==> config.mk <==
export PLATFORM = sky130hd
export DESIGN_NAME = fifo_rd_stream
export DESIGN_NICKNAME = d
export VERILOG_FILES = /design/src/rtl/fifo_rd_stream.sv
export SDC_FILE = /design/constraint.sdc
export NUM_CORES = 1
export LEC_CHECK = 0
export ABC_CLOCK_PERIOD_IN_PS = 3600
export CORE_UTILIZATION = 45
export DETAILED_ROUTE_END_ITERATION = 8
export PLACE_DENSITY = 0.69
export REMOVE_ABC_BUFFERS = 1
export SYNTH_ARGS = -nofsm -noshare
export SYNTH_HDL_FRONTEND = slang
export SYNTH_SLANG_ARGS = --single-unit
==> constraint.sdc <==
create_clock -name rclk -period 3.6 [get_ports rclk]
set_input_delay 0.72 -clock rclk [delete_from_list [all_inputs] [get_ports rclk]]
set_output_delay 0.72 -clock rclk [all_outputs]
set_load 0.05 [all_outputs]
==> src/rtl/fifo_rd_stream.sv <==
// rtl/fifo_rd_stream.sv - async FIFO read-side drain onto a framed valid/ready stream
// Pops are issued only when the 3-entry skid buffer has room for every word in flight.
module fifo_rd_stream #(
  parameter int DSIZE     = 12,
  parameter int FRAME_LEN = 16
) (
  input  logic             rclk,
  input  logic             rrst,
  input  logic             en,
  input  logic             fifo_rempty,
  input  logic [DSIZE-1:0] fifo_rdata,
  output logic             fifo_rinc,
  output logic             out_valid,
  input  logic             out_ready,
  output logic [DSIZE-1:0] out_data,
  output logic             out_last,
  output logic [15:0]      frame_cnt
);

  localparam int IW = (FRAME_LEN > 1) ? $clog2(FRAME_LEN) : 1;
  localparam logic [IW-1:0] IDX_LAST = IW'(FRAME_LEN - 1);

  logic [DSIZE-1:0] mem [3];
  logic [1:0]       head;
  logic [1:0]       tail;
  logic [1:0]       cnt;
  logic             inflight;
  logic [IW-1:0]    idx;
  logic             xfer;

  function automatic logic [1:0] ptr_inc(input logic [1:0] p);
    return (p == 2'd2) ? 2'd0 : p + 2'd1;
  endfunction

  // Space is reserved for the word still on fifo_rdata, so capture never overflows.
  always_comb begin
    fifo_rinc = ~rrst & en & ~fifo_rempty & (({1'b0, cnt} + {2'b00, inflight}) < 3'd3);
  end

  assign out_valid = (cnt != 2'd0);
  assign out_data  = mem[head];
  assign out_last  = out_valid & (idx == IDX_LAST);
  assign xfer      = out_valid & out_ready;

  always_ff @(posedge rclk or posedge rrst) begin
    if (rrst) begin
      for (int i = 0; i < 3; i++) mem[i] <= '0;
      head      <= 2'd0;
      tail      <= 2'd0;
      cnt       <= 2'd0;
      inflight  <= 1'b0;
      idx       <= '0;
      frame_cnt <= 16'd0;
    end else begin
      inflight <= fifo_rinc;
      if (inflight) begin
        mem[tail] <= fifo_rdata;
        tail      <= ptr_inc(tail);
      end
      if (xfer) head <= ptr_inc(head);
      cnt <= cnt + {1'b0, inflight} - {1'b0, xfer};
      if (xfer) begin
        idx <= out_last ? '0 : idx + 1'b1;
        if (out_last) frame_cnt <= frame_cnt + 16'd1;
      end
    end
  end

endmodule
Word-level counts from Yosys, hierarchy flattened
Cells that the tools add are included.
Widths: inputs -> output; s select.
{"block": "totals", "ff_bits": 63, "inputBits": 17, "output_inout_bits": 31}
{"block": "op_classes", "n_addsub": 7, "magnitude_cmp": 4, "n_eq_ne": 3, "muxes": 9, "bitwise_logic": 9, "n_reduce_logical": 3}
{"operator": "$bwmux 36", "n": 1}
{"operator": "$mux 12", "n": 3}
{"operator": "$bmux 12 s2", "n": 1}
{"operator": "$demux 12 s2", "n": 1}
{"operator": "$add 16x1->16 const B", "n": 1}
{"operator": "$ge 3x3->1 const B", "n": 2}
{"operator": "$not 2->3", "n": 2}
{"operator": "$and 1x1->1", "n": 5}
{"operator": "$add 2x1->2 const B", "n": 2}
{"operator": "$add 4x1->4 const B", "n": 1}
{"operator": "$eq 2x2->1 const B", "n": 2}
{"operator": "$eq 4x4->1 const B", "n": 1}
{"operator": "$mux 2", "n": 2}
{"operator": "$mux 4", "n": 1}
{"operator": "$add 2x1->3", "n": 1}
{"operator": "$lt 3x1->1 const B", "n": 1}
{"operator": "$lt 3x2->1 const B", "n": 1}
{"operator": "$add 2x1->2", "n": 1}
{"operator": "$not 1->1", "n": 2}
{"operator": "$reduce_and 2->1", "n": 1}
{"operator": "$reduce_bool 2->1", "n": 1}
{"operator": "$sub 2x1->2", "n": 1}
{"operator": "$logic_and 1x1->1", "n": 1}

Longest topological paths before layout
Gate-level depths: netlist of run 1.
{"block": "logic_depth", "depth_word": 6, "depth_mapped": 7, "mapped_depth_nobuf": 7}

Least setup slack after synthesis of run 1
No wires, ideal clock.
{"block": "synth_path", "kind": "input-to-output", "start": "in rrst", "end": "out fifo_rinc", "arrival_time_ns": 3.051, "required_ns": 2.880, "path_slack_ns": -0.171, "cell_stages": 3, "path_buffers": 0, "path_cell_list": "inv_1 -> nand3_1 -> a21oi_1"}
{"block": "synth_between", "elab_chain_len": 4}
{"item": "from (decl)", "line": "8", "source": "input logic rrst,"}
{"item": "$not 1->1", "line": "37", "source": "fifo_rinc = ~rrst & en & ~fifo_rempty & (({1'b0, cnt} + {2'b00, inflight}) < 3'd3);"}
{"item": "$and 1x1->1 (3 in a row)", "line": "37"}
{"item": "to (decl)", "line": "12", "source": "output logic fifo_rinc,"}
Every way passes these cells.

Worst setup path after layout of run 1
{"block": "layout_path", "start": "reg head[0]", "end": "out out_data[0]"}
{"block": "layout_between", "elab_chain_len": 4}
{"item": "from (decl)", "line": "24", "source": "logic [1:0] head;"}
{"item": "from (signal assigned)", "line": "60", "source": "if (xfer) head <= ptr_inc(head);"}
{"item": "$not 2->3 (implied by the code)", "line": "41", "source": "assign out_data = mem[head];"}
{"item": "$bmux 12 s2", "line": "41"}
{"item": "$mux 12 (implied by the code) (2 in a row)", "line": "41"}
{"item": "to (decl)", "line": "15", "source": "output logic [DSIZE-1:0] out_data,"}
Every way passes these cells. The select of a mux whose other input is x is not followed.

==> results of run 1 <==
[synth_stat cells]
| master | instances | area [µm²] |
|---|---|---|
| and3_1 | 1 | 6.260 |
| dfrtp_1 | 63 | 1577 |
| nor2_1 | 4 | 15.01 |
| clkbuf_1 | 2 | 7.510 |
| and4_1 | 3 | 26.28 |
| buf_4 | 1 | 7.510 |
| and2_1 | 3 | 18.77 |
| nand4_1 | 5 | 31.28 |
| nand2_1 | 27 | 101.4 |
| mux2i_1 | 12 | 120.1 |
| mux2_2 | 37 | 416.7 |
| buf_2 | 3 | 15.01 |
| nor3_1 | 4 | 20.02 |
| nor2b_1 | 1 | 6.260 |
| xnor2_1 | 12 | 105.1 |
| xor2_1 | 7 | 61.31 |
| a21oi_1 | 2 | 10.01 |
| o21ai_0 | 15 | 75.07 |
| or3_4 | 1 | 11.26 |
| ha_1 | 6 | 75.07 |
| inv_1 | 4 | 15.01 |
| nor4_1 | 3 | 18.77 |
| or2_2 | 1 | 6.260 |
| nand3_1 | 6 | 30.03 |
| nand4_2 | 1 | 12.51 |
| buf_6 | 1 | 11.26 |
| a21o_1 | 2 | 15.01 |
| inv_2 | 1 | 3.750 |
| o21ai_2 | 1 | 8.760 |
[cells by family (layout without fill, tap and decap cells)]
logic type / after synthesis / after routing
flops: 63 / 63
simple gates: 60 / 60
mux: 49 / 49
compound gates: 20 / 20
xor+xnor: 19 / 19
buf+inv: 12 / 70
fa+ha+maj: 6 / 6
[flip-flops by register name, summed over array words and instances, names as in the netlist]
register / flops
tail: 2
mem: 36
head: 2
cnt: 2
frame_cnt: 16
inflight: 1
idx: 4
[power groups by stage]
stage	logic [mW]	registers [mW]	clock network, mW
floorplan	0.991	1.18	0
global placement	1.42	1.17	0
detailed placement	1.44	1.18	0
CTS	1.44	1.17	0.679
global route	1.53	1.20	0.711
finish	1.42	1.16	0.664
[per-layer routing]
| layer | wire length [µm] | vias to the layer above | track usage (%) |
|---|---|---|---|
| met5 | 0 | - | 0 |
| met4 | 70 | 0 | 6.429 |
| met3 | 258 | 6 | 6.517 |
| met2 | 2470 | 40 | 28.25 |
| met1 | 2486 | 942 | 22.21 |
| li1 | - | 907 | - |
[final timing paths]
check | start | slack (ns) | to
worst max-delay path | head[0] | 0.34 | out_data[0]
worst min register to register | frame_cnt[15] | 0.48 | frame_cnt[15]
worst max register to register | inflight | 1.66 | mem[30]
worst min-delay path | frame_cnt[15] | 0.48 | frame_cnt[15]
max in group asynchronous | rrst | 2.08 | frame_cnt[10]
min in group asynchronous | rrst | 1.01 | tail[1]
[critical path, stage by stage (launching register included)]
cell	delay, ns
dfrtp_1	0.60
nor2b_1	0.40
buf_4	0.23
nand2_1	0.05
o21ai_0	0.08
clkdlybuf4s50_1	0.83
[cell type report]
type | count | area [µm²]
Multi-Input combinational cell | 154 | 1196
Inverter | 5 | 18.77
Sequential cell | 63 | 1577
Fill cell | 509 | 2411
Timing Repair Buffer | 50 | 483.0
Clock inverter | 4 | 70.07
Clock buffer | 11 | 141.4
Tap cell | 75 | 93.84
==> impl_metrics.yaml, run 1 <==
route:
  via_count: 1895
  routed_wire_length_mm: 5.287
  route.antenna.remaining_nets: 0
  dr.first_iter.drc_count: 104
  routed_wire_length_per_instance_um: 14.60
  drc_errors: 0
  detail_route.first_pass.iterations: 4
  viasPerCell: 5.235
synth:
  post_synth_adder_cell_area_pct: 2.655
  post_synth_num_cell_types: 29
  ys_seq_area_share_pct: 55.75
  synth_mux_area_share_pct: 18.98
  synth_xor_xnor_area_share_pct: 5.885
  ys_warn_count: 0
  main_combinational_cell_family_by_area_after_synthesis: "multiplexers"
  netlist_area_um2: 2828
  synthesis.instances: 229
  synth.avg_cell_area_um2: 12.35
  synth_simple_gate_area_share_pct: 10.75
  synth_compound_area_share_pct: 3.850
  total_of_flip_flops_plus_latches_after_synthesis: 63
floorplan:
  io_pins: 48
  floorplan.initialDensity_pct: 47.20
  fp.coreArea_um2: 5991
  die-area_um2: 6605
  rows: 28
  die_x_um: 81.27
  floorplan.die.height_um: 81.27
placed_design:
  io_buffers: 47
  post-dp-hpwl_mm: 3.536
  place_ws_ns: 0.6924
  dp_cells: 347
  post_dp_cell_area_um2: 3368
  gpl.final_weighted_congestion: 0.7760
clock_network:
  cts_hold_bufs: 0
  postCtsSetupBuffers: 0
  clk-insertion-delay-late_ns: 0.34
  cts_tree: "built"
  cts_resized: 0
  number_of_buffers_added_by_the_clock_tree_synthesis_step: 9
  cts-root-buf: "clkbuf_8"
  cts_num_sinks: 63
  clk_pin_slew_worst_paths_ns: 0.07
  ctsLongestPathBuffers: 2
  h-tree-depth: 3
timing:
  totalNegativeSetupSlack_ns: 0
  relSlewSlack_pct: 20.66
  max_clock_freq_mhz: 307.1
  clock-skew-final_ns: 0.005810
  tightest_slew_ns: 1.184
  final.period_utilization_pct: 90.45
  grt_setup_unrepaired: "no"
  hold_violations: 0
  setup_viol_count_final: 0
  period_minus_slack_ns: 3.256
  hold_slack_ns: 0.4756
  setup_slack_ns: 0.3436
  drv_slew: 0
critical_path:
  path_class: "reg2out"
  end_kind: "output port"
  timing.critical_path.required_ns: 2.88
  arrival_ns: 2.54
  worstSetupStartpointType: "register"
  crit_fanout: 15
  reg2reg_depth: 3
power_and_ir_drop:
  total_power_mw: 3.250
  irDropWorstVdd_mv: 0.5979
  power_report.internal_total_mw: 1.964
  power_density_nw_per_um2: 908.0
  power.static_leakage_nw: 1.583
  clockPowerShare_pct: 20.4
  power.combinational.fraction_pct: 43.8
  sequentialPowerShare_pct: 35.8
  swShare_pct: 39.56
  switch_pwr_mw: 1.286
global_routing:
  global_route.usage.total_pct: 17.81
  grt-ovfl-total: 0
  grt_pass1_vias: 1762
  initial_antenna_violation_count: 0
  grt_first_pass_wirelength_mm: 8.514
  grt_start_max_net_pins: 64
final_layout:
  antennaDiodeCount: 0
  highest_count_cells_in_the_layout_ignoring_fill_and_taps: "dfrtp_1 (63), clkdlybuf4s50_1 (43), mux2_2 (37)"
  layout-drive-gt1-share_pct: 22.65
  finish.instance_area_um2: 3580
  post-route-util_pct: 59.75
  layout.cells.most_common: "dfrtp_1"
  syn_to_final_growth_pct: 26.59
  finalNetCount: 306
  finalNonFillerCells: 362
run_status:
  outcome: "finished, final reports clean"
job:
  number_of_max_cap_violations: 0
min_path:
  holdPathStages: 1
  hold_path.class: "reg2reg"
Power figures use the tool's default switching activity.
==> inputs of run 2 (changes only) <==
Settings changed: REMOVE_ABC_BUFFERS 1 to default.
==> run 2 against run 1 <==
Hold slack improved by 0.029 ns. Die area unchanged. Worst setup slack improved by 0.26 ns. First-iteration DRC count down 26%. Critical endpoint is now out_data[2]. Count of clock-buffer cells in the layout increased by 4. Routed wire length rose by 1.2%. Final cell count is the same. Combinational power hardly changed. Flip-flop and latch count is the same.
==> impl_metrics.yaml, run 2 (synthesized netlist as in run 1, its figures left out) <==
critical_path:
  critPathSlowestCell: "clkdlybuf4s50_1"
  path_class: "reg2out"
  slowest_delay_ns: 0.82
  end_kind: "output port"
  worstPathBufferInverterCount: 2
  critPathTopFamily: "buffers and inverters"
  path_cells: "nor2b_1 -> buf_4 -> nand2_1 -> o21ai_0 -> clkdlybuf4s50_1"
  worstSetupStartpointType: "register"
  arrival_ns: 2.27
  crit_fanout: 15
  timing.critical_path.required_ns: 2.88
clock_network:
  clk_pin_slew_worst_paths_ns: 0.06
  clk-insertion-delay-late_ns: 0.32
  cts_num_sinks: 63
  cts_resized: 0
  cts_hold_bufs: 0
  cts-root-buf: "clkbuf_8"
  cts_tree: "built"
  ctsLongestPathBuffers: 2
  h-tree-depth: 3
  postCtsSetupBuffers: 0
  number_of_buffers_added_by_the_clock_tree_synthesis_step: 9
floorplan:
  rows: 28
  fp.coreArea_um2: 5991
  floorplan.initialDensity_pct: 47.20
  die_x_um: 81.27
  io_pins: 48
  floorplan.die.height_um: 81.27
  die-area_um2: 6605
timing:
  grt_setup_unrepaired: "no"
  hold_violations: 0
  setup_slack_ns: 0.6082
  clock-skew-final_ns: 0.004331
  tightest_slew_ns: 1.049
  max_clock_freq_mhz: 334.2
  setup_viol_count_final: 0
  drv_slew: 0
  totalNegativeSetupSlack_ns: 0
  period_minus_slack_ns: 2.992
  final.period_utilization_pct: 83.11
  relSlewSlack_pct: 29.70
placed_design:
  gpl.final_weighted_congestion: 0.7511
  place_ws_ns: 0.9376
  post-dp-hpwl_mm: 3.587
  post_dp_cell_area_um2: 3364
  io_buffers: 47
route:
  routed_wire_length_per_instance_um: 14.78
  routed_wire_length_mm: 5.350
  dr.first_iter.drc_count: 77
  detail_route.first_pass.iterations: 4
  viasPerCell: 5.163
  via_count: 1869
  route.antenna.remaining_nets: 0
  drc_errors: 0
global_routing:
  grt_pass1_vias: 1933
  grt_first_pass_wirelength_mm: 9.066
  grt-ovfl-total: 0
  initial_antenna_violation_count: 0
  grt_start_max_net_pins: 64
  global_route.usage.total_pct: 18.57
synth:
  synthesis.nets: 252
final_layout:
  largest_register_ffs: 36
  highest_count_cells_in_the_layout_ignoring_fill_and_taps: "dfrtp_1 (63), clkdlybuf4s50_1 (40), mux2_2 (37)"
  syn_to_final_growth_pct: 25.22
  seqCellArea_um2: 1577
  biggestRegsByFlops: "mem x36, frame_cnt x16, idx x4"
  finalNetCount: 306
  fillCellCount: 502
  antennaDiodeCount: 0
  layout-drive-gt1-share_pct: 23.00
  finish.instance_area_um2: 3541
  multi_input_comb_area_um2: 1196
  post-route-util_pct: 59.11
  layout.cells.most_common: "dfrtp_1"
  top_register: "mem"
power_and_ir_drop:
  power_density_nw_per_um2: 883.3
  irDropWorstVdd_mv: 0.6396
  power.static_leakage_nw: 1.563
min_path:
  hold_path.class: "reg2reg"
run_status:
  outcome: "finished, final reports clean"
job:
  number_of_max_cap_violations: 0
run 2: cell count changes in the layout (fill, tap and decap cells not counted), sizes merged:
cell | previous run | this run
clkbuf | 11 | 15
buf | 7 | 10
clkdlybuf4s50 | 43 | 40
bufinv | 2 | 0
clkinv | 2 | 0
clkinvlp | 0 | 1
inv | 5 | 4
run 2: cell type report:
class | count | share of cell area (%)
clock buffer | 15 | 4.982
inverter | 5 | 0.6360
multi-input combinational | 154 | 33.78
sequential | 63 | 44.52
tap | 75 | 2.650
timing repair buffer | 50 | 13.43
run 2: through the flow:
step | power [mW] | std cells | hold WS [ns]
floorplan | 2.187 | 229 | 0.4654
global placement | 2.575 | 347 | 0.4867
detailed placement | 2.611 | 347 | 0.4942
CTS | 3.164 | 362 | 0.5078
global route | 3.339 | 362 | 0.5204
finish | 3.128 | 362 | 0.5047
run 2: where the power goes:
part | internal, mW | switching, mW | total, mW
clock | 0.304 | 0.240 | 0.544
sequential | 0.980 | 0.203 | 1.18
combinational | 0.572 | 0.828 | 1.40
run 2: path summary, 6_finish.rpt:
check | from | to | slack [ns] | cells past startpoint
hold reg to reg | frame_cnt[14] | frame_cnt[14] | 0.50 | 1
setup reg to reg | inflight | mem[30] | 1.77 | 3
setup / recovery | head[0] | out_data[2] | 0.61 | 5
min in group asynchronous | rrst | inflight | 1.01 | 3
max in group asynchronous | rrst | mem[8] | 2.08 | 3
hold / removal | frame_cnt[14] | frame_cnt[14] | 0.50 | 1
run 2: routing by layer:
metal  routed length, µm  vias to the layer above  GRT usage [%]
li1                    -                      914              -
met1                2486                      905          23.08
met2                2529                       46          30.75
met3                 300                        4          5.955
met4                  34                        0          5.357
met5                   0                        -              0
==> inputs of run 3 (changes only) <==
Settings changed: ABC_CLOCK_PERIOD_IN_PS 3600 to 2850.
Clock period 3.6 ns to 2.85 ns, I/O delays scaled along.
==> run 3 against run 2 <==
Sequential share of layout area is 2.0 points lower. Final cell count rose by 0.83%. Register-to-register slack got worse by 0.69 ns. Via count increased by 0.96%. First-iteration DRC count is 25% lower. Flip-flop and latch count did not move. Die area is the same. Critical path type unchanged. Largest cell class unchanged. Highest routed layer unchanged.
==> impl_metrics.yaml, run 3 (synthesized netlist as in run 1, its figures left out) <==
critical_path:
  path_class: "reg2out"
  end_kind: "output port"
  worstSetupStartpointType: "register"
  worstPathBufferInverterCount: 1
  critPathSlowestCell: "clkdlybuf4s50_1"
  critPathTopFamily: "buffers and inverters"
  regToRegStartpoint: "cnt[1]"
  path_cells: "ha_1 -> and3_1 -> and2_1 -> clkdlybuf4s50_1"
  timing.critical_path.from: "idx[0]"
  timing.critical_path.required_ns: 2.28
  arrival_ns: 2.13
  slowest_delay_ns: 0.80
  crit_fanout: 4
route:
  dr.first_iter.drc_count: 58
  detail_route.first_pass.iterations: 4
  route.antenna.remaining_nets: 0
  routed_wire_length_mm: 5.264
  drc_errors: 0
  routed_wire_length_per_instance_um: 14.42
  via_count: 1887
  viasPerCell: 5.170
timing:
  final.period_utilization_pct: 94.73
  hold_violations: 0
  relSlewSlack_pct: 48.85
  tightest_slew_ns: 0.7672
  grt_setup_unrepaired: "no"
  setup_viol_count_final: 0
  drv_slew: 0
  totalNegativeSetupSlack_ns: 0
  max_clock_freq_mhz: 370.4
  period_minus_slack_ns: 2.700
  clock-skew-final_ns: 0.006096
power_and_ir_drop:
  power_density_nw_per_um2: 1199
  swShare_pct: 38.38
  power_report.internal_total_mw: 2.736
  power.combinational.fraction_pct: 49.8
  switch_pwr_mw: 1.704
  irDropWorstVdd_mv: 0.6946
  sequentialPowerShare_pct: 33.6
  clockPowerShare_pct: 16.7
  power.static_leakage_nw: 1.641
  total_power_mw: 4.441
clock_network:
  cts-root-buf: "clkbuf_8"
  h-tree-depth: 3
  clk_pin_slew_worst_paths_ns: 0.07
  clk-insertion-delay-late_ns: 0.32
  number_of_buffers_added_by_the_clock_tree_synthesis_step: 9
  postCtsSetupBuffers: 0
  cts_tree: "built"
  cts_hold_bufs: 0
  ctsLongestPathBuffers: 2
  cts_resized: 0
  cts_num_sinks: 63
final_layout:
  largest_register_ffs: 36
  highest_count_cells_in_the_layout_ignoring_fill_and_taps: "dfrtp_1 (63), mux2_2 (37), clkdlybuf4s50_1 (34)"
  antennaDiodeCount: 0
  layout.cells.most_common: "dfrtp_1"
  syn_to_final_growth_pct: 31.02
  top_register: "mem"
  fillCellCount: 504
  finalNetCount: 308
  layout-drive-gt1-share_pct: 26.21
  biggestRegsByFlops: "mem x36, frame_cnt x16, idx x4"
global_routing:
  groute.layer.met1.usage_pct: 23.58
  grt_start_max_net_pins: 64
  grt.met3_usage_pct: 3.933
  grt_first_pass_wirelength_mm: 8.756
  grt-ovfl-total: 0
  global_route.usage.total_pct: 17.95
  initial_antenna_violation_count: 0
  grt_pass1_vias: 1839
  gr-max-usage-layer: "met2"
  grtUsageMet2_pct: 27.58
floorplan:
  io_pins: 48
  die-area_um2: 6605
  floorplan.die.height_um: 81.27
  floorplan.initialDensity_pct: 47.20
  die_x_um: 81.27
  fp.coreArea_um2: 5991
  rows: 28
min_path:
  holdCritStartpoint: "frame_cnt[15]"
  hold_path.class: "reg2reg"
synth:
  synthesis.nets: 252
placed_design:
  post-dp-hpwl_mm: 3.595
  gpl.final_weighted_congestion: 0.8138
  io_buffers: 47
run_status:
  outcome: "finished, final reports clean"
job:
  number_of_max_cap_violations: 0
==> run 3: changes by cell type in the layout (fill, tap and decap cells not counted) <==
cell	delta
buf_12	+12
clkdlybuf4s50_1	-6
buf_4	-4
clkinv_2	+3
clkbuf_8	-2
bufinv_16	+1
clkbuf_1	-1
==> run 3: worst reg2reg max path, stage by stage, from the launching register on <==
cell and delay (ns):
dfrtp_1 0.43, o21ai_2 0.31, inv_2 0.16, ha_1 0.30
inv_1 0.04, ha_1 0.17, xnor2_1 0.13, xnor2_1 0.12
==> run 3: path summary, 6_finish.rpt <==
kind | to | depth (start not counted) | slack, ns
max in group asynchronous | mem[1] | 3 | 1.49
min in group asynchronous | cnt[0] | 3 | 0.85
max | out_last | 4 | 0.15
max reg2reg | cnt[1] | 7 | 1.08
min | frame_cnt[15] | 1 | 0.47
min reg2reg | frame_cnt[15] | 1 | 0.47
==> run 3: routing by layer <==
metal	part of all wire (%)	up-vias
met4	2.1	0
met5	0	-
met3	4.1	11
met2	46	40
met1	48	914
li1	-	922
==> run 3: power by group through the flow <==
stage                     Combinational [mW]  Sequential [mW]  Clock (mW)
after floorplan                         1.32             1.44           0
after global placement                  2.20             1.49           0
after detailed placement                2.23             1.51           0
after CTS                               2.24             1.49       0.767
after global routing                    2.34             1.54       0.798
final                                   2.21             1.49       0.741
==> run 3: stage by stage <==
stage | hold WS [ns] | util (%) | instances | setup WS [ns] | area (µm²)
after floorplan | 0.4654 | - | 229 | 0.06514 | 2831
after global placement | 0.4595 | 58.67 | 349 | 0.5478 | 3515
after detailed placement | 0.4560 | 58.67 | 349 | 0.5109 | 3515
after CTS | 0.4760 | 61.84 | 365 | 0.1333 | 3705
after global routing | 0.5069 | 61.84 | 365 | 0.08061 | 3705
final | 0.4716 | 61.84 | 365 | 0.1503 | 3705
==> run 3: cell type report <==
class,count,area [µm²],area share (%)
multi-input cells,154,1196,32.29
well taps,75,93.84,2.533
clock inverters,4,45.04,1.216
inverters,5,22.52,0.6079
repair buffers,52,625.6,16.89
clock buffers,12,145.1,3.918
flip-flops and latches,63,1577,42.55
